`config.mk`:
```
export PLATFORM = sky130hd
export DESIGN_NAME = rv32i_seq_ctrl
export DESIGN_NICKNAME = d
export VERILOG_FILES = /design/src/rtl/rv32i_seq_ctrl.sv
export SDC_FILE = /design/constraint.sdc
export NUM_CORES = 1
export LEC_CHECK = 0
export ABC_AREA = 1
export ABC_CLOCK_PERIOD_IN_PS = 4600
export CORE_MARGIN = 3
export CORE_UTILIZATION = 45
export CTS_CLUSTER_SIZE = 30
export DETAILED_ROUTE_END_ITERATION = 8
export PLACE_DENSITY = 0.74
export SLEW_MARGIN = 25
export SYNTH_ARGS = -nofsm -noshare
export SYNTH_HDL_FRONTEND = slang
export SYNTH_SLANG_ARGS = --single-unit
```
`constraint.sdc`:
```
create_clock -name clk -period 4.6 [get_ports clk]
set_clock_uncertainty 0.2 [all_clocks]
set_input_delay 0.92 -clock clk [delete_from_list [all_inputs] [get_ports clk]]
set_output_delay 0.92 -clock clk [all_outputs]
set_load 0.05 [all_outputs]
```
`src/rtl/rv32i_seq_ctrl.sv`:
```
// Multi-cycle FETCH/DECODE/EXEC/MEM/WB sequencer for the RV32I core.
// Optional macro ILLEGAL_TRAP_EN: unsupported opcodes trap (terminal) instead of executing as NOP.
module rv32i_seq_ctrl #(
    parameter logic [31:0] RESET_INSTR = 32'h0000_0013,
    parameter int unsigned TIMEOUT_W   = 8,
    parameter int unsigned MEM_TIMEOUT = 255
) (
    input  logic        clk,
    input  logic        rst,
    input  logic        stall,
    input  logic [31:0] imem_rdata,
    input  logic        imem_valid,
    output logic        imem_req,
    output logic [24:0] imm_field,
    output logic [1:0]  imm_select,
    output logic        alu_src_imm,
    output logic        dmem_req,
    output logic        dmem_we,
    input  logic        dmem_ready,
    output logic        rf_we,
    output logic        pc_en,
    output logic        bus_err,
    output logic        illegal,
    output logic [2:0]  state
);

    typedef enum logic [2:0] {
        S_FETCH  = 3'd0,
        S_DECODE = 3'd1,
        S_EXEC   = 3'd2,
        S_MEM    = 3'd3,
        S_WB     = 3'd4,
        S_TRAP   = 3'd5
    } state_t;

    localparam logic [6:0] OPC_LOAD   = 7'b0000011;
    localparam logic [6:0] OPC_OPIMM  = 7'b0010011;
    localparam logic [6:0] OPC_STORE  = 7'b0100011;
    localparam logic [6:0] OPC_OP     = 7'b0110011;
    localparam logic [6:0] OPC_BRANCH = 7'b1100011;

    localparam logic [TIMEOUT_W-1:0] CNT_ONE = {{(TIMEOUT_W-1){1'b0}}, 1'b1};
    localparam logic [TIMEOUT_W:0]   TMO_VAL = MEM_TIMEOUT[TIMEOUT_W:0];
    localparam logic                 TMO_EN  = (MEM_TIMEOUT != 32'd0);

    function automatic logic op_supported(input logic [6:0] opc);
        case (opc)
            OPC_LOAD, OPC_OPIMM, OPC_STORE, OPC_OP, OPC_BRANCH: op_supported = 1'b1;
            default:                                            op_supported = 1'b0;
        endcase
    endfunction

    function automatic logic op_mem(input logic [6:0] opc);
        case (opc)
            OPC_LOAD, OPC_STORE: op_mem = 1'b1;
            default:             op_mem = 1'b0;
        endcase
    endfunction

    function automatic logic op_writes_rf(input logic [6:0] opc);
        case (opc)
            OPC_LOAD, OPC_OPIMM, OPC_OP: op_writes_rf = 1'b1;
            default:                     op_writes_rf = 1'b0;
        endcase
    endfunction

    function automatic logic op_uses_imm(input logic [6:0] opc);
        case (opc)
            OPC_LOAD, OPC_OPIMM, OPC_STORE: op_uses_imm = 1'b1;
            default:                        op_uses_imm = 1'b0;
        endcase
    endfunction

    state_t               state_q, state_d;
    logic [31:0]          ir_q, ir_d;
    logic [TIMEOUT_W-1:0] cnt_q, cnt_d;
    logic                 tmo_q, tmo_d;
    logic                 bus_err_q, bus_err_d;
    logic                 alu_imm_q, alu_imm_d;
    logic                 imem_req_q, imem_req_d;
    logic                 dmem_req_q, dmem_req_d;
    logic                 dmem_we_q, dmem_we_d;
    logic                 rf_we_q, rf_we_d;
    logic                 pc_en_q, pc_en_d;
`ifdef ILLEGAL_TRAP_EN
    logic                 illegal_q, illegal_d;
`endif

    // Next-state logic; outputs are precomputed from the next state so they register with it.
    always_comb begin
        state_d   = state_q;
        ir_d      = ir_q;
        cnt_d     = cnt_q;
        tmo_d     = tmo_q;
        bus_err_d = bus_err_q;
        alu_imm_d = alu_imm_q;
`ifdef ILLEGAL_TRAP_EN
        illegal_d = illegal_q;
`endif
        if (stall) begin
            state_d = state_q;
        end else begin
            case (state_q)
                S_FETCH: begin
                    if (imem_valid) begin
                        ir_d      = imem_rdata;
                        alu_imm_d = op_uses_imm(imem_rdata[6:0]);
                        tmo_d     = 1'b0;
                        state_d   = S_DECODE;
                    end else begin
                        state_d   = S_FETCH;
                    end
                end
                S_DECODE: begin
                    if (op_supported(ir_q[6:0])) begin
                        state_d = S_EXEC;
                    end else begin
`ifdef ILLEGAL_TRAP_EN
                        state_d   = S_TRAP;
                        illegal_d = 1'b1;
                        alu_imm_d = 1'b0;
`else
                        state_d   = S_WB;
`endif
                    end
                end
                S_EXEC: begin
                    if (op_mem(ir_q[6:0])) begin
                        state_d = S_MEM;
                    end else begin
                        state_d = S_WB;
                    end
                end
                S_MEM: begin
                    if (dmem_ready) begin
                        cnt_d   = {TIMEOUT_W{1'b0}};
                        state_d = S_WB;
                    end else if (TMO_EN && (({1'b0, cnt_q} + {1'b0, CNT_ONE}) == TMO_VAL)) begin
                        cnt_d     = {TIMEOUT_W{1'b0}};
                        tmo_d     = 1'b1;
                        bus_err_d = 1'b1;
                        state_d   = S_WB;
                    end else begin
                        cnt_d   = cnt_q + CNT_ONE;
                        state_d = S_MEM;
                    end
                end
                S_WB: begin
                    state_d = S_FETCH;
                end
`ifdef ILLEGAL_TRAP_EN
                S_TRAP: begin
                    state_d = S_TRAP;
                end
`endif
                default: begin
                    state_d = S_FETCH;
                end
            endcase
        end

        imem_req_d = (state_d == S_FETCH);
        dmem_req_d = (state_d == S_MEM);
        dmem_we_d  = (state_d == S_MEM) && (ir_d[6:0] == OPC_STORE);
        pc_en_d    = (state_d == S_WB);
        rf_we_d    = (state_d == S_WB) && op_writes_rf(ir_d[6:0]) && !tmo_d;
    end

    // State and registered outputs; async reset aborts any instruction in flight.
    always_ff @(posedge clk or posedge rst) begin
        if (rst) begin
            state_q    <= S_FETCH;
            ir_q       <= RESET_INSTR;
            cnt_q      <= {TIMEOUT_W{1'b0}};
            tmo_q      <= 1'b0;
            bus_err_q  <= 1'b0;
            alu_imm_q  <= 1'b0;
            imem_req_q <= 1'b1;
            dmem_req_q <= 1'b0;
            dmem_we_q  <= 1'b0;
            rf_we_q    <= 1'b0;
            pc_en_q    <= 1'b0;
`ifdef ILLEGAL_TRAP_EN
            illegal_q  <= 1'b0;
`endif
        end else begin
            state_q    <= state_d;
            ir_q       <= ir_d;
            cnt_q      <= cnt_d;
            tmo_q      <= tmo_d;
            bus_err_q  <= bus_err_d;
            alu_imm_q  <= alu_imm_d;
            imem_req_q <= imem_req_d;
            dmem_req_q <= dmem_req_d;
            dmem_we_q  <= dmem_we_d;
            rf_we_q    <= rf_we_d;
            pc_en_q    <= pc_en_d;
`ifdef ILLEGAL_TRAP_EN
            illegal_q  <= illegal_d;
`endif
        end
    end

    assign imem_req    = imem_req_q;
    assign imm_field   = ir_q[31:7];
    assign imm_select  = ir_q[6:5];
    assign alu_src_imm = alu_imm_q;
    assign dmem_req    = dmem_req_q;
    assign dmem_we     = dmem_we_q;
    assign rf_we       = rf_we_q;
    assign pc_en       = pc_en_q;
    assign bus_err     = bus_err_q;
    assign state       = state_q;
`ifdef ILLEGAL_TRAP_EN
    assign illegal     = illegal_q;
`else
    assign illegal     = 1'b0;
`endif

endmodule

```
; ---- After elaboration in Yosys (flattened, before gate mapping)
; Index checks and enable logic that the tools add are counted.
[classes]
muxes = 25
reduce_logical = 13
n_addsub = 2
bitwise = 2
eq_ne = 18
[op_table]
columns = cell, count
row1 = "7-bit by 6-bit == test with 1-bit output, second input constant", 5
row2 = "7-bit by 2-bit == test with 1-bit output, second input constant", 3
row3 = "7-bit by 5-bit == test with 1-bit output, second input constant", 3
row4 = 7-bit two-way mux, 3
row5 = 8-bit two-way mux, 2
row6 = 3-bit two-way mux, 5
row7 = 1-bit two-way mux, 13
row8 = 3-bit one-hot mux with 4 select lines, 1
row9 = "8-bit by 1-bit adder with 9-bit output, second input constant", 1
row10 = "3-bit by 2-bit == test with 1-bit output, second input constant", 3
row11 = "9-bit by 8-bit == test with 1-bit output, second input constant", 1
row12 = "8-bit by 1-bit adder with 8-bit output, second input constant", 1
row13 = "7-bit == test, second input constant", 1
row14 = 3-bit logical NOT, 2
row15 = 3-bit OR reduction, 2
row16 = 5-bit OR reduction, 1
row17 = 4-bit AND reduction, 1
row18 = "3-bit by 1-bit == test with 1-bit output, second input constant", 1
row19 = "3-bit == test, second input constant", 1
row20 = 1-bit logical AND, 3
row21 = 3-bit AND reduction, 1
row22 = 1-bit NOT, 2
row23 = 1-bit one-hot mux with 2 select lines, 1
row24 = 2-bit AND reduction, 1
row25 = 2 further kinds, 2
[totals]
ff_bits = 51
wordCells = 72
input_bits = 37
out_inout_bits = 38

; ---- Logic depth before layout (Yosys ltp)
; Gate-level depths: netlist of run 1.
[logic_depth]
word_depth = 11
ltp_mapped = 15

; ---- Worst setup path after synthesis of run 1
; Ideal clock, no wire load.
[synth_path]
kind = input to register
startpoint = input imem_valid
endpoint = register rf_we_q, in the netlist rf_we
setup_slack_ns = 2.547
t_arrival_ns = 1.784
cell_stages = 9
required_time_ns = 4.331
path_cell_list = nand2_1 -> nor2_2 -> inv_2 -> buf_6 -> o21ai_2 -> nand3_1 -> nor3_2 -> nand3b_1 -> nor2_2
[synth_via]
elab_chain_len = 8
word_cells_on_any_way = 18
cone_classes = eq/ne (4) / mux (10) / reduce/logical (4)
[synth_rtl]
columns = item, line_no
row1 = start: declaration, 12  ; input logic imem_valid,
row2 = 7-bit two-way mux, 105  ; if (imem_valid) begin
row3 = 7-bit two-way mux, 103  ; case (state_q)
row4 = 7-bit two-way mux, 100  ; if (stall) begin
row5 = "7-bit by 2-bit == test with 1-bit output, or another cell as far along", 61  ; case (opc)
row6 = 3-bit OR reduction, 61
row7 = 1-bit two-way mux, 61
row8 = 1-bit logical AND, 166  ; rf_we_d = (state_d == S_WB) && op_writes_rf(ir_d[6:0]) && !tmo_d;
row9 = 1-bit logical AND *, 166
row10 = named net rf_we_d, 83  ; logic rf_we_q, rf_we_d;
row11 = end signal: assignment, 196  ; rf_we_q <= rf_we_d;
row12 = end: declaration, 83
; Mark *: on every way through the listed nets, which the timed path passes. The rest lies on a longest branch.
; A chain may end at the register's enable or synchronous reset.

; ---- Final worst setup path of run 1
[layout_path]
startpoint = input stall
endpoint = register rf_we_q, in the netlist rf_we
[layout_via]
elab_chain_len = 6
word_cells_on_any_way = 12
cone_classes = eq/ne (4) / mux (4) / reduce/logical (4)
[layout_rtl]
columns = item, line_no
row1 = start: declaration, 10  ; input logic stall,
row2 = 7-bit two-way mux, 100
row3 = "7-bit by 2-bit == test with 1-bit output, or another cell as far along", 61
row4 = 3-bit OR reduction, 61
row5 = 1-bit two-way mux, 61
row6 = 1-bit logical AND, 166
row7 = 1-bit logical AND *, 166
row8 = named net rf_we_d, 83
; Marked as above.

==> qor.json, run 1 <==
{
  "status": "complete, no violations",
  "crit_arrival_ns": 3.00,
  "report.final.hold_viol_count": 0,
  "hold_path_class": "reg2reg",
  "totalNegativeSetupSlack_ns": 0,
  "fin_crit_ns": 2.962,
  "synth.ff_latch_count": 51,
  "complex_gate_fraction_of_the_synthesized_area_pct": 4.548,
  "root_buffer": "clkbuf_8",
  "per_instance_average_area_after_synthesis_um2": 8.263,
  "timing.critical_path.to_type": "flop",
  "synth_seq_area_share_pct": 49.54,
  "final_cell_mix": "nand2_1, clkdlybuf4s50_1, dfrtp_1",
  "postSynthNetCount": 352,
  "synth-simple-area-share_pct": 30.29,
  "synthMuxAreaShare_pct": 0,
  "vdd.ir_drop.worst_uv": 262.9,
  "ff_latch_area_um2": 1281,
  "initialDrtViolationCount": 91,
  "post_drt_via_cell_ratio": 4.649,
  "netlist_area_um2": 2586,
  "cts_tree": "built",
  "synth_cell_types": 29,
  "worstSetupStartpointType": "input port",
  "synthesis.instances": 313,
  "io_buffer_count": 73,
  "cts-hold-fix-buffers": 0,
  "htreeDepth": 2,
  "route.detailed.wl_per_inst_um": 11.94,
  "post-route-cell-area_um2": 3252,
  "multi_input_comb_area_um2": 929.6,
  "antenna-diode-count": 0,
  "critical_path_required_ns": 4.64,
  "wl_final_um": 5136,
  "grt_pass1_wl_um": 8459,
  "path_max_fanout": 38,
  "grt_overflow_total": 0,
  "report.final.setup_viol": 0,
  "die_width_um": 81.81,
  "layout-drive-gt1-share_pct": 12.78,
  "post-cts-setup-buffers": 0,
  "cts_repair_resize_count": 0,
  "max_freq_mhz": 337.6,
  "die_area_um2": 6693,
  "post_synth_fa_ha_maj_area_fraction_pct": 0.9676,
  "final-max-slew-violation-count": 0,
  "cts_made_buffers": 5,
  "globalplace.congestion": 0.9021,
  "worst_pin_slew_ns": 0.6143,
  "total_i_o_pin_count": 75,
  "die_height_um": 81.81,
  "cts_max_path_buffers": 2,
  "nNetsFinal": 398,
  "clock_latency_ns": 0.30,
  "place_hpwl_um": 3827,
  "clk_pin_slew_worst_paths_ns": 0.09,
  "grt_util_all_layers_pct": 16.32,
  "layout_worst_path_cycle_share_pct": 64.38,
  "power_per_cell_area_nw_per_um2": 536.1,
  "ys_warn_count": 0,
  "core_um2": 5335,
  "initial_utilization_pct": 48.48,
  "initial_antenna_violation_count": 0,
  "synth_top_family_by_area": "simple AND/OR/NAND/NOR gates",
  "vias": 1999,
  "maxSlewHeadroom_pct": 59.05,
  "cts_num_sinks": 51,
  "area_growth_syn_to_layout_pct": 25.74,
  "vias_in_the_first_global_route": 1898,
  "leakage_power_figure_nw": 1.633,
  "detailed_place.area_um2": 3159,
  "first_pass_iters": 4,
  "final_antenna_net_count": 0,
  "yosys.area_share.xor_xnor_pct": 0,
  "grt_start_max_net_pins": 52,
  "placement_rows": 26,
  "grt_setup_unrepaired": "no",
  "detail_route.drc_violations": 0,
  "timing.max_cap.violations": 0,
  "criticalPathCategory": "in2reg",
  "final.fill_count": 510,
  "most_common_library_cell_in_the_layout_ignoring_fill_and_taps": "nand2_1"
}
-- metal layers --
layer	routed length, um	part of all wire (%)	GRT usage (%)
met1	2384	46	21.95
met2	2418	47	25.85
met3	269	5.2	3.289
met4	63	1.2	6.478
met5	0	0	0
-- path summary, 6_finish.rpt --
kind	start	end	slack, ns	cells after the start
max	stall	rf_we	1.64	10
min	ir_q[10]	ir_q[10]	0.28	2
max reg2reg	state[2]	rf_we	2.08	12
min reg2reg	ir_q[10]	ir_q[10]	0.28	2
max in group asynchronous	rst	tmo_q	2.94	2
min in group asynchronous	rst	ir_q[19]	0.86	2
-- sequential cells by signal, summed over array words and instances (netlist names) --
register     count
dmem_we          1
cnt_q            8
pc_en            1
alu_src_imm      1
rf_we            1
imem_req         1
tmo_q            1
bus_err          1
state            3
dmem_req         1
ir_q            32
-- cell usage after synthesis (all sizes together) --
master / number / area (um^2)
o22ai: 4 / 25.02
clkbuf: 4 / 15.01
conb: 1 / 3.750
nor2: 17 / 88.83
nand3b: 2 / 15.01
dfrtp: 47 / 1176
o21ai: 12 / 71.32
nand3: 15 / 100.1
nor3: 4 / 30.03
inv: 32 / 120.1
buf: 31 / 240.2
nand4: 5 / 31.28
or2: 2 / 12.51
nand2: 128 / 505.5
a21oi: 2 / 13.76
ha: 2 / 25.02
o31ai: 1 / 7.510
dfstp: 4 / 105.1
-- per-stage QoR --
step	cells	total power [mW]	util, %	setup WS, ns	hold slack, ns
floorplan	313	1.351	-	2.257	0.2431
global placement	422	1.489	59.17	1.349	0.2537
detailed placement	422	1.501	59.22	1.302	0.2581
CTS	430	1.765	60.95	1.605	0.2811
global route	430	1.850	60.95	1.412	0.3031
finish	430	1.743	60.95	1.638	0.2762
-- cell families (layout without fill, tap and decap cells) --
| logic type | Yosys count | count (layout) |
|---|---|---|
| other cells | 1 | 1 |
| buf+inv | 67 | 114 |
| compound gates | 19 | 19 |
| flops | 51 | 51 |
| simple gates | 173 | 173 |
| fa+ha+maj | 2 | 2 |
-- where the power goes --
group	leakage, nW	internal [mW]	switching [mW]
logic	0.973	0.270	0.555
clock network	0.0408	0.109	0.150
registers	0.619	0.581	0.0786
total	1.63	0.960	0.784
-- cell type report --
class	count	area share, %
flip-flops and latches	51	39.40
multi-input cells	195	28.59
repair buffers	74	22.70
inverters	32	3.771
well taps	70	2.693
clock buffers	5	2.116
clock inverters	3	0.7311
-- critical path, stage by stage --
cell and delay [ns]:
clkdlybuf4s50_1 0.57, nor2_2 0.07, buf_4 0.23, inv_2 0.49, nand2_1 0.13, o21ai_2 0.10
nand3_1 0.10, nor3_2 0.15, nand3b_1 0.12, nor2_2 0.11
(Power assumes the default switching activity.)
==> run 2, diff against run 1 <==
--- a/config.mk
+++ b/config.mk
@@ -6,7 +6,7 @@
 export NUM_CORES = 1
 export LEC_CHECK = 0
 export ABC_AREA = 1
-export ABC_CLOCK_PERIOD_IN_PS = 4600
+export ABC_CLOCK_PERIOD_IN_PS = 2930
 export CORE_MARGIN = 3
 export CORE_UTILIZATION = 45
 export CTS_CLUSTER_SIZE = 30
==> constraint.sdc (replaced) <==
create_clock -name clk -period 2.93 [get_ports clk]
set_clock_uncertainty 0.2 [all_clocks]
set_input_delay 0.586 -clock clk [delete_from_list [all_inputs] [get_ports clk]]
set_output_delay 0.586 -clock clk [all_outputs]
set_load 0.05 [all_outputs]
==> qor.json, run 2 (same netlist as run 1, synthesis figures left out) <==
{
  "root_buffer": "clkbuf_8",
  "timing.max_cap.violations": {"value": 0, "change": "unchanged"},
  "die_width": {"value": 81.81, "unit": "um", "change": "unchanged"},
  "maxSlewHeadroom": {"value": 64.18, "unit": "%", "change": "+5.1 points"},
  "report.final.setup_viol": {"value": 0, "change": "unchanged"},
  "clock_latency": {"value": 0.30, "unit": "ns", "change": "about the same"},
  "place_hpwl": {"value": 4094, "unit": "um", "change": "+7.0%"},
  "cts_repair_resize_count": {"value": 0, "change": "unchanged"},
  "die_area": {"value": 6693, "unit": "um^2", "change": "unchanged"},
  "timing.critical_path.to_type": "output pin",
  "criticalPathCategory": "reg2out",
  "cts_made_buffers": {"value": 5, "change": "unchanged"},
  "antenna-diode-count": {"value": 0, "change": "unchanged"},
  "path_buf_inv": {"value": 1, "change": "-2"},
  "worstSetupStartpointType": "flop",
  "cell_count_along_the_critical_path": {"value": 1, "change": "-9"},
  "largest_register_ffs": {"value": 32, "change": "unchanged"},
  "area_growth_syn_to_layout_pct": 27.24,
  "first_pass_iters": {"value": 4, "change": "unchanged"},
  "detail_route.wirelength.met1": {"value": 2351, "unit": "um", "change": "-1.4%"},
  "placement_rows": {"value": 26, "change": "unchanged"},
  "post_drt_via_cell_ratio": {"value": 4.658, "change": "+0.20%"},
  "layout-drive-gt1-share": {"value": 13.50, "unit": "%", "change": "+0.72 points"},
  "report.final.hold_viol_count": {"value": 0, "change": "unchanged"},
  "cp_top_family": "buffers and inverters",
  "max_flop_register": "ir_q",
  "final.fill_count": {"value": 502, "change": "-1.6%"},
  "place_worst_setup_slack": {"value": 0.3806, "unit": "ns", "change": "-0.9213 ns"},
  "io_buffer_count": {"value": 73, "change": "unchanged"},
  "initialDrtViolationCount": {"value": 43, "change": "-53%"},
  "path_max_fanout": {"value": 7, "change": "-82%"},
  "critPathMaxStageDelay": {"value": 0.86, "unit": "ns", "change": "+0.29 ns"},
  "leakage_power_figure": {"value": 1.659, "unit": "nW", "change": "+1.6%"},
  "grt_pass1_wl": {"value": 8783, "unit": "um", "change": "+3.8%"},
  "totalNegativeSetupSlack": {"value": 0, "unit": "ns", "change": "unchanged"},
  "max_freq_mhz": 410.1,
  "wl_final": {"value": 5242, "unit": "um", "change": "+2.1%"},
  "final_core_utilization": {"value": 61.68, "unit": "%", "change": "+0.73 points"},
  "power_per_cell_area": {"value": 840.4, "unit": "nW/um^2", "change": "+57%"},
  "grt_util_all_layers": {"value": 16.91, "unit": "%", "change": "+0.59 points"},
  "fin_crit_ns": 2.438,
  "core": {"value": 5335, "unit": "um^2", "change": "unchanged"},
  "initial_utilization": {"value": 48.48, "unit": "%", "change": "unchanged"},
  "multi_input_comb_area": {"value": 929.6, "unit": "um^2", "change": "unchanged"},
  "cts_max_path_buffers": {"value": 2, "change": "unchanged"},
  "cts-hold-fix-buffers": {"value": 0, "change": "unchanged"},
  "status": "complete, no violations",
  "ff_latch_area": {"value": 1281, "unit": "um^2", "change": "unchanged"},
  "nNetsFinal": {"value": 401, "change": "+0.75%"},
  "worst-r2r-cell-count": {"value": 11, "change": "-1"},
  "cts_num_sinks": {"value": 51, "change": "unchanged"},
  "route.met2.wl": {"value": 2569, "unit": "um", "change": "+6.2%"},
  "detail_route.drc_violations": {"value": 0, "change": "unchanged"},
  "total_i_o_pin_count": {"value": 75, "change": "unchanged"},
  "layout_worst_path_cycle_share_pct": 83.22,
  "cts_tree": "built",
  "grt_setup_unrepaired": "no",
  "route.detailed.wl_per_inst": {"value": 12.11, "unit": "um", "change": "+1.4%"},
  "final_cell_mix": "nand2_1, clkdlybuf4s50_1, dfrtp_1",
  "hold_path_depth": {"value": 2, "change": "unchanged"},
  "htreeDepth": {"value": 2, "change": "unchanged"},
  "initial_antenna_violation_count": {"value": 0, "change": "unchanged"},
  "grt_overflow_total": {"value": 0, "change": "unchanged"},
  "grt_start_max_net_pins": {"value": 28, "change": "-46%"},
  "clk_pin_slew_worst_paths": {"value": 0.09, "unit": "ns", "change": "about the same"},
  "critical_path_required": {"value": 2.14, "unit": "ns", "change": "-2.50 ns"},
  "met3WireLength": {"value": 285, "unit": "um", "change": "+5.9%"},
  "worstPathCellList": "clkdlybuf4s50_1",
  "crit_path_top_delay_cell": "clkdlybuf4s50_1",
  "globalplace.congestion": {"value": 0.9590, "change": "+6.3%"},
  "final-max-slew-violation-count": {"value": 0, "change": "unchanged"},
  "die_height": {"value": 81.81, "unit": "um", "change": "unchanged"},
  "post-cts-setup-buffers": {"value": 0, "change": "unchanged"},
  "dr.max_layer_used": "met4",
  "vdd.ir_drop.worst": {"value": 389.5, "unit": "uV", "change": "+48%"},
  "most_common_library_cell_in_the_layout_ignoring_fill_and_taps": "nand2_1",
  "vias_in_the_first_global_route": {"value": 1950, "change": "+2.7%"},
  "vias": {"value": 2017, "change": "+0.90%"},
  "hold_path_class": "reg2reg",
  "worst_pin_slew": {"value": 0.5365, "unit": "ns", "change": "-0.07779 ns"},
  "final_antenna_net_count": {"value": 0, "change": "unchanged"},
  "setup_ws": {"value": 0.4915, "unit": "ns", "change": "-1.147 ns"},
  "crit_arrival": {"value": 1.65, "unit": "ns", "change": "-1.35 ns"}
}
==> run 2: cell count changes in the layout (fill, tap and decap cells not counted) <==
cell	previous run	this run
buf_4	1	3
inv_6	1	0
inv_4	1	0
clkinvlp_4	2	1
buf_12	0	1
clkinv_4	0	1
inv_2	5	6
clkbuf_8	5	6
==> run 2: area by class of cell <==
cell class	instances	share of cell area (%)
clock buffers	6	2.510
clock inverters	2	0.4943
inverters	32	3.650
multi-input cells	195	28.25
flip-flops and latches	51	38.94
well taps	70	2.662
repair buffers	77	23.50
==> run 2: power by group <==
part	total [mW]	switching, mW	internal [mW]	leakage (nW)
Combinational	1.31	0.879	0.431	0.992
Clock	0.420	0.227	0.193	0.0474
Sequential	1.04	0.124	0.912	0.619
==> run 2: final timing paths <==
path / slack [ns] / start / endpoint
hold / removal: 0.27 / ir_q[10] / ir_q[10]
min in group asynchronous: 0.45 / rst / ir_q[27]
max in group asynchronous: 1.47 / rst / ir_q[4]
setup reg to reg: 0.74 / state[2] / rf_we
hold reg to reg: 0.27 / ir_q[10] / ir_q[10]
setup / recovery: 0.49 / state[2] / state[2]
==> run 2: per-stage QoR <==
step | total power [mW] | hold WS (ns) | cells | area (um^2)
after floorplan | 2.121 | 0.2431 | 313 | 2586
after global placement | 2.347 | 0.2521 | 425 | 3192
after detailed placement | 2.370 | 0.2582 | 425 | 3192
after CTS | 2.794 | 0.2807 | 433 | 3291
after global routing | 2.931 | 0.3063 | 433 | 3291
final | 2.765 | 0.2743 | 433 | 3291
==> run 2: layer usage <==
layer	vias to the layer above	global-route usage [%]
li1	1040	-
met1	918	22.24
met2	57	28.27
met3	2	3.180
met4	0	5.150
met5	-	0
==> run 3, diff against run 2 <==
--- a/config.mk
+++ b/config.mk
@@ -6,9 +6,9 @@
 export NUM_CORES = 1
 export LEC_CHECK = 0
 export ABC_AREA = 1
-export ABC_CLOCK_PERIOD_IN_PS = 2930
+export ABC_CLOCK_PERIOD_IN_PS = 2080
 export CORE_MARGIN = 3
-export CORE_UTILIZATION = 45
+export CORE_UTILIZATION = 43
 export CTS_CLUSTER_SIZE = 30
 export DETAILED_ROUTE_END_ITERATION = 8
 export PLACE_DENSITY = 0.74
==> constraint.sdc (replaced) <==
create_clock -name clk -period 2.08 [get_ports clk]
set_clock_uncertainty 0.2 [all_clocks]
set_input_delay 0.416 -clock clk [delete_from_list [all_inputs] [get_ports clk]]
set_output_delay 0.416 -clock clk [all_outputs]
set_load 0.05 [all_outputs]
==> qor.json, run 3 (same netlist as run 1, synthesis figures left out) <==
{
  "setup_ws": {"value": -0.03880, "unit": "ns", "change": "-0.5303 ns"},
  "grt_pass1_wl": {"value": 9798, "unit": "um", "change": "+12%"},
  "initialDrtViolationCount": {"value": 75, "change": "+74%"},
  "violations": "negative setup slack",
  "vias": {"value": 2205, "change": "+9.3%"},
  "antenna-diode-count": {"value": 0, "change": "unchanged"},
  "gr-usage-met2": {"value": 30.17, "unit": "%", "change": "+1.9 points"},
  "worstSetupStartpointType": "flop",
  "cts_num_sinks": {"value": 51, "change": "unchanged"},
  "place_hpwl": {"value": 4097, "unit": "um", "change": "about the same"},
  "worst-r2r-cell-count": {"value": 15, "change": "+4"},
  "path_buf_inv": {"value": 4, "change": "+3"},
  "setup.worst_path.start": "cnt_q[0]",
  "vdd.ir_drop.worst": {"value": 574.4, "unit": "uV", "change": "+47%"},
  "cell_count_along_the_critical_path": {"value": 15, "change": "+14"},
  "placed_cells": {"value": 443, "change": "+4.2%"},
  "area_growth_syn_to_layout_pct": 34.49,
  "grt_overflow_total": {"value": 0, "change": "unchanged"},
  "criticalPathCategory": "reg2reg",
  "cp-endpoint": "rf_we",
  "final-max-slew-violation-count": {"value": 0, "change": "unchanged"},
  "crit_path_top_delay_cell": "dfrtp_1",
  "vias_in_the_first_global_route": {"value": 2167, "change": "+11%"},
  "place_worst_setup_slack": {"value": -0.08461, "unit": "ns", "change": "-0.4652 ns"},
  "grt_setup_unrepaired": "yes",
  "placement_rows": {"value": 27, "change": "+3.8%"},
  "grt_start_max_net_pins": {"value": 52, "change": "+86%"},
  "die_width": {"value": 83.56, "unit": "um", "change": "+2.1%"},
  "final_cell_mix": "nand2_1, buf_4, dfrtp_1",
  "globalplace.congestion": {"value": 0.8202, "change": "-14%"},
  "report.final.setup_viol": {"value": 5, "change": "+5"},
  "root_buffer": "clkbuf_8",
  "timing.critical_path.to_type": "flop",
  "htreeDepth": {"value": 2, "change": "unchanged"},
  "r2r-start": "cnt_q[0]",
  "cp_top_family": "simple AND/OR/NAND/NOR gates",
  "worst-r2r-setup-slack": {"value": -0.04, "unit": "ns", "change": "-0.78 ns"},
  "die_height": {"value": 83.56, "unit": "um", "change": "+2.1%"},
  "critPathMaxStageDelay": {"value": 0.42, "unit": "ns", "change": "-0.44 ns"},
  "report.final.hold_viol_count": {"value": 0, "change": "unchanged"},
  "final-instance-count-excl-fill": {"value": 457, "change": "+5.5%"},
  "clock_latency": {"value": 0.30, "unit": "ns", "change": "about the same"},
  "initial_utilization": {"value": 45.57, "unit": "%", "change": "-2.9 points"},
  "total_i_o_pin_count": {"value": 75, "change": "unchanged"},
  "worstPathCellList": "buf_6 > buf_6 > nand4_1 > nand2_1 > nand3_2 > nor2_4 > nand2_4 > buf_6 > nand3_4 > nand3_2 > nand2_2 > nand2_4 > inv_2 > nand3_2 > nor2_2",
  "final.fill_count": {"value": 503, "change": "+0.20%"},
  "detail_route.drc_violations": {"value": 0, "change": "unchanged"},
  "layout-drive-gt1-share": {"value": 31.43, "unit": "%", "change": "+18 points"},
  "grt_util_all_layers": {"value": 17.09, "unit": "%", "change": "+0.18 points"},
  "initial_antenna_violation_count": {"value": 0, "change": "unchanged"},
  "nNetsFinal": {"value": 424, "change": "+5.7%"},
  "max_flop_register": "ir_q",
  "timing.max_cap.violations": {"value": 0, "change": "unchanged"},
  "fin_crit_ns": 2.119,
  "clk_pin_slew_worst_paths": {"value": 0.09, "unit": "ns", "change": "about the same"},
  "post_drt_via_cell_ratio": {"value": 4.825, "change": "+3.6%"},
  "first_pass_iters": {"value": 4, "change": "unchanged"},
  "layout_worst_path_cycle_share_pct": 101.9,
  "critical_path_required": {"value": 2.11, "unit": "ns", "change": "-0.03 ns"},
  "grt_util_met1": {"value": 19.60, "unit": "%", "change": "-2.6 points"},
  "cts_tree": "built",
  "max_freq_mhz": 472.0,
  "cts_max_path_buffers": {"value": 2, "change": "unchanged"},
  "core": {"value": 5675, "unit": "um^2", "change": "+6.4%"},
  "path_max_fanout": {"value": 4, "change": "-3"},
  "wl_final": {"value": 5840, "unit": "um", "change": "+11%"},
  "most_common_library_cell_in_the_layout_ignoring_fill_and_taps": "nand2_1",
  "grt_most_used_layer": "met2",
  "final_antenna_net_count": {"value": 0, "change": "unchanged"},
  "regToRegEndpoint": "rf_we",
  "hold_path_class": "in2async",
  "die_area": {"value": 6981, "unit": "um^2", "change": "+4.3%"},
  "power_per_cell_area": {"value": 1146, "unit": "nW/um^2", "change": "+36%"},
  "io_buffer_count": {"value": 73, "change": "unchanged"},
  "status": "finished, violations left",
  "route.detailed.wl_per_inst": {"value": 12.78, "unit": "um", "change": "+5.6%"},
  "cts_made_buffers": {"value": 5, "change": "unchanged"},
  "met3_track_demand_over_resource": {"value": 4.245, "unit": "%", "change": "+1.1 points"},
  "largest_register_ffs": {"value": 32, "change": "unchanged"},
  "crit_arrival": {"value": 2.15, "unit": "ns", "change": "+0.50 ns"},
  "leakage_power_figure": {"value": 1.833, "unit": "nW", "change": "+10%"}
}
==> run 3: timing repair <==
action,in CTS,in global routing
resized for setup,13,12
setup endpoints to repair,5,12
hold buffers,0,0
pin swaps,13,5
setup buffers,3,4
==> run 3: how the worst min path moves through the flow <==
stage,endpoint,depth (start not counted)
2_1_floorplan,ir_q[10],2
3_3_place_gp,bus_err,1
3_5_place_dp,ir_q[23],2
4_1_cts,ir_q[23],2
5_1_grt,ir_q[27],3
6_report,cnt_q[6],3
==> run 3: report_power, final <==
part           switching, mW  leakage, nW  internal (mW)
clock                  0.308       0.0502          0.351
sequential             0.171        0.619           1.29
combinational           1.28         1.16          0.586
total                   1.76         1.83           2.22
==> run 3: area by class of cell <==
class | count | area, um^2 | share of cell area [%]
clock buffers | 5 | 68.82 | 1.978
clock inverters | 2 | 37.54 | 1.079
inverters | 32 | 120.1 | 3.453
multi-input cells | 195 | 1015 | 29.17
flip-flops and latches | 51 | 1282 | 36.87
well taps | 72 | 90.09 | 2.590
repair buffers | 100 | 864.6 | 24.86
==> run 3: per-stage QoR <==
stage / area [um^2] / TNS (ns) / util (%) / total power, mW / hold WS (ns)
3_5_place_dp: 3222 / -0.1012 / 56.77 / 3.305 / 0.2594
5_1_grt: 3478 / -0.6707 / 61.29 / 4.226 / 0.2898
3_3_place_gp: 3222 / -0.01671 / 56.77 / 3.270 / 0.2530
6_report: 3478 / -0.07625 / 61.29 / 3.987 / 0.2753
2_1_floorplan: 2586 / 0 / - / 2.988 / 0.2431
4_1_cts: 3413 / -0.08033 / 60.14 / 3.991 / 0.2813
==> run 3: per-layer routing <==
| layer | routed length [um] | vias to the layer above |
|---|---|---|
| li1 | - | 1080 |
| met1 | 2309 | 1040 |
| met2 | 3030 | 68 |
| met3 | 314 | 17 |
| met4 | 186 | 0 |
| met5 | 0 | - |
==> run 3: worst reg2reg max path, delay by kind of cell, from the launching register on <==
kind	cells	cell delay, ns
buffers and inverters	4	0.42
and+or+nand+nor	11	1.01
DFF	1	0.42
